[src/rtl/struct_field_pkg.sv]
// Shared types for the struct field-select sequencer.
// Imported by the sequencer top and anything bundling its results.
package struct_field_pkg;

  localparam int FIELD_WIDTH = 4;
  localparam int NUM_STEPS   = 4;

  typedef enum logic [1:0] {
    IDLE,
    STEP,
    DONE
  } state_t;

  typedef logic [1:0] step_t;

  typedef struct packed {
    logic [FIELD_WIDTH-1:0] x;
    logic [FIELD_WIDTH-1:0] y;
  } field_pair_t;

endpackage

[src/rtl/struct_field_sequencer.sv]
// Sweeps the four (p1,p2) selector combos over one word and
// returns the captured {x,y} pairs as one packed result.
module struct_field_sequencer
  import struct_field_pkg::*;
#(
  parameter int DATA_W  = 32,
  parameter int FIELD_W = 4,
  parameter int CNT_W   = 16
) (
  input  logic                   clk,
  input  logic                   rst,
  input  logic                   in_valid,
  input  logic [DATA_W-1:0]      in_data,
  output logic                   in_ready,
  output logic [DATA_W-1:0]      dp_data,
  output logic                   dp_p1,
  output logic                   dp_p2,
  input  logic [FIELD_W-1:0]     dp_x,
  input  logic [FIELD_W-1:0]     dp_y,
  output logic                   out_valid,
  output logic [8*FIELD_W-1:0]   out_result,
  input  logic                   out_ready,
  output logic                   busy,
  output logic [CNT_W-1:0]       words_done
);

  localparam int PAIR_W = 2 * FIELD_W;
  localparam step_t LAST = step_t'(NUM_STEPS - 1);

  state_t state_q, state_d;
  step_t  step_q, step_d;

  logic [DATA_W-1:0] word_q, word_d;
  logic [CNT_W-1:0]  cnt_q, cnt_d;

  logic [NUM_STEPS-1:0][PAIR_W-1:0] res_q, res_d;

  always_ff @(posedge clk) begin
    if (rst) begin
      state_q <= IDLE;
      step_q  <= '0;
      word_q  <= '0;
      cnt_q   <= '0;
      res_q   <= '0;
    end else begin
      state_q <= state_d;
      step_q  <= step_d;
      word_q  <= word_d;
      cnt_q   <= cnt_d;
      res_q   <= res_d;
    end
  end

  always_comb begin
    state_d   = state_q;
    step_d    = step_q;
    word_d    = word_q;
    cnt_d     = cnt_q;
    res_d     = res_q;
    in_ready  = 1'b0;
    out_valid = 1'b0;
    busy      = 1'b0;
    dp_p1     = 1'b0;
    dp_p2     = 1'b0;
    unique case (state_q)
      IDLE: begin
        in_ready = 1'b1;
        if (in_valid) begin
          word_d  = in_data;
          step_d  = '0;
          state_d = STEP;
        end
      end
      STEP: begin
        busy          = 1'b1;
        dp_p1         = step_q[1];
        dp_p2         = step_q[0];
        res_d[step_q] = {dp_x, dp_y};
        step_d        = step_t'(step_q + 2'd1);
        if (step_q == LAST)
          state_d = DONE;
      end
      DONE: begin
        out_valid = 1'b1;
        // new word may ride on the same cycle the result leaves
        in_ready  = out_ready;
        if (out_ready) begin
          cnt_d = cnt_q + 1'b1;
          if (in_valid) begin
            word_d  = in_data;
            step_d  = '0;
            state_d = STEP;
          end else begin
            state_d = IDLE;
          end
        end
      end
      default: state_d = IDLE;
    endcase
  end

  assign dp_data    = word_q;
  assign out_result = res_q;
  assign words_done = cnt_q;

endmodule

[config.mk]
export PLATFORM = sky130hd
export DESIGN_NAME = struct_field_sequencer
export DESIGN_NICKNAME = d
export VERILOG_FILES = /design/src/rtl/struct_field_pkg.sv /design/src/rtl/struct_field_sequencer.sv
export SDC_FILE = /design/constraint.sdc
export NUM_CORES = 1
export LEC_CHECK = 0
export BUFFER_PORTS_ARGS = -buffer_cell sky130_fd_sc_hd__buf_2
export CAP_MARGIN = 20
export CORE_MARGIN = 2
export CORE_UTILIZATION = 51
export CTS_CLUSTER_SIZE = 14
export DETAILED_ROUTE_END_ITERATION = 16
export MAX_ROUTING_LAYER = met4
export PLACE_DENSITY = 0.89
export SYNTH_ARGS = -nofsm -noshare
export SYNTH_HDL_FRONTEND = slang
export SYNTH_SLANG_ARGS = --single-unit
[constraint.sdc]
create_clock -name clk -period 4.7 [get_ports clk]
set_input_delay 0.94 -clock clk [delete_from_list [all_inputs] [get_ports clk]]
set_output_delay 0.94 -clock clk [all_outputs]
set_load 0.01 [all_outputs]
==> flow_summary.ini <==
[outcome]
status = finished clean

[timing]
drv_slew = 0
clock_skew_ps = 11.2
fin_crit_sh = 0.530
slew-limit-headroom = 0.378
worstMarginPinSlew_ps = 933
period_needed_ps = 2490
rsz0062_at_grt = false
max_clock_freq_mhz = 401
fin_setup_tns_ps = 0
setup_viol_count_final = 0
finalWorstSetupSlack_ps = 2210
hold_viol_final = 0

[detailed_routing]
vias = 3164
drc = 0
ant_nets = 0
wl_per_cell_um = 13.4
wl_mm = 7.91
via_per_inst = 5.34
first_pass_iters = 5
drt_iter0_drc = 179

[final_layout]
design.final.nets = 561
diodes = 0
fillers = 497
areaGrowthSynthToFinish_pct = 26.4
fin_util = 0.677
multi_input_area_sq_um = 1400
seq_area_sq_um = 1680
drive_above_1_share = 0.294

[logic_synthesis]
synth_seq_area_share = 0.524
yosysWarnings = 0
syn_area_sq_um = 3210
syn_nets = 444
synthFlopType = dfxtp_1
syn_inst = 395
synthArstFlopShare = 0
yosysUniqueCellTypes = 30
synth-edff-count = 0
syn_avg_cell_area_sq_um = 8.12
ys_ff_latch = 84

[clocking]
cts-htree-levels = 3
clkTransAtPathRegs_ps = 80
cts_tree = built
post_cts_resized = 0
cts_buffers = 9
ctsHoldBuffers = 0
clk_latency_ps = 350
cts_setup_buffers = 0
cts_root_buf = clkbuf_8
clockBufferDepth = 2
clkSinkCount = 84

[power]
power.density_nw_per_um2 = 344
power_mw = 1.39
irDropWorstVdd_mv = 0.218
leakage_nw = 1.84

[setup_path]
startpoint_type = register
crit_chain = nand2b_1, inv_1, buf_4, buf_2
cp-end-kind = output pin
slowest_delay_ps = 370
required_ps = 3760
critical_path.top_delay_family = buffers and inverters
worstSetupPathType = reg2out
crit_arrival_ps = 1550
crit_fanout = 40
cp_slowest_cell = dfxtp_1
crit_buf_inv = 3

[global_routing]
grt_pass1_vias = 2813
antenna_found_initial = 0
grt_usage = 0.230
grt-ovfl-total = 0
grt_pass1_wl_mm = 12.8
grt_start_max_net_pins = 85

[floorplan]
initial_core_util = 0.536
coreArea_sq_um = 5990
dieArea_sq_um = 6940
die_x_um = 83.3
die_y_um = 83.3
rows = 28
io_pins = 129

[placed_design]
routabilityCongestion = 0.796
port_buffers = 128
place_ws_ps = 2340
dp_hpwl_mm = 5.53

[run]
drv_cap = 0

[min_path]
hp-class = reg2reg
path summary, 6_finish.rpt:
check	from	end	slack, ps	cells after the start
hold reg to reg	out_result[25]	out_result[25]	450	2
hold / removal	out_result[25]	out_result[25]	450	2
setup reg to reg	words_done[2]	words_done[15]	2960	4
setup / recovery	state_q[1]	busy	2210	4
report_power, final:
part	internal, mW	leakage, nW	total, mW	switching (mW)
Clock	0.246	0.0927	0.502	0.257
Sequential	0.736	0.683	0.749	0.0132
Combinational	0.0526	1.07	0.142	0.0893
Total	1.03	1.84	1.39	0.359
routing by layer:
metal	track usage	share of wire
met1	0.283	0.43
met2	0.365	0.48
met3	0.0527	0.074
met4	0.0984	0.014
met5	-	0
flip-flops by register name (all words and copies together), names as in the netlist:
register    flops
state_q         2
step_q          2
out_result     32
dp_data        32
words_done     16
worst min-delay path, stage by stage, from the launching register on:
cell and delay [ps]:
dfxtp_1 310, nand2_1 50, a21oi_1 50
cell type report:
cell class | instances | share of cell area
Timing Repair Buffer | 131 | 0.163
Inverter | 6 | 0.00555
Multi-Input combinational cell | 280 | 0.346
Sequential cell | 84 | 0.415
Tap cell | 75 | 0.0231
Clock inverter | 6 | 0.0157
Clock buffer | 10 | 0.0315
cells in the final DEF (no fill, tap or decap), drive strengths merged, types with 2 or more instances in the layout:
master,Yosys,layout
nand3,38,38
or3,3,3
clkinv,0,2
nor2,18,18
and3,2,2
nor4,2,2
ha,5,5
o21ai,3,3
clkinvlp,0,2
clkbuf,21,10
xor2,6,6
xnor2,5,5
nor3,2,2
dfxtp,84,84
a21oi,73,73
inv,6,7
nand2b,2,2
buf,4,131
nand4,5,5
nand2,106,106
Yosys cell counts (3+ instances only):
master      n  share of area
a21oi_1    73           0.11
buf_2       3         0.0047
clkbuf_1   21          0.025
dfxtp_1    84           0.52
ha_1        5          0.019
inv_1       6         0.0070
nand2_1   106           0.12
nand3_1    38          0.059
nand4_1     4         0.0078
nor2_1     18          0.021
o21ai_0     3         0.0047
or3_1       3         0.0058
xnor2_1     5          0.014
xor2_1      6          0.016
stage by stage:
step | hold WS [ps] | instances | cell area, sq um
final | 454 | 592 | 4060
after floorplan | 481 | 395 | 3210
after detailed placement | 443 | 576 | 3860
after global routing | 472 | 592 | 4060
after global placement | 439 | 576 | 3860
after CTS | 455 | 592 | 4060
logic make-up (layout without fill, tap and decap cells):
group,Yosys count,after routing,share of synthesized area
compound gates,79,79,0.128
xor+xnor,11,11,0.0300
fa+ha+maj,5,5,0.0195
buf+inv,31,153,0.0386
flops,84,84,0.524
mux,1,1,0.00312
simple gates,184,184,0.257
No activity file was read; power rests on OpenSTA's default activity.
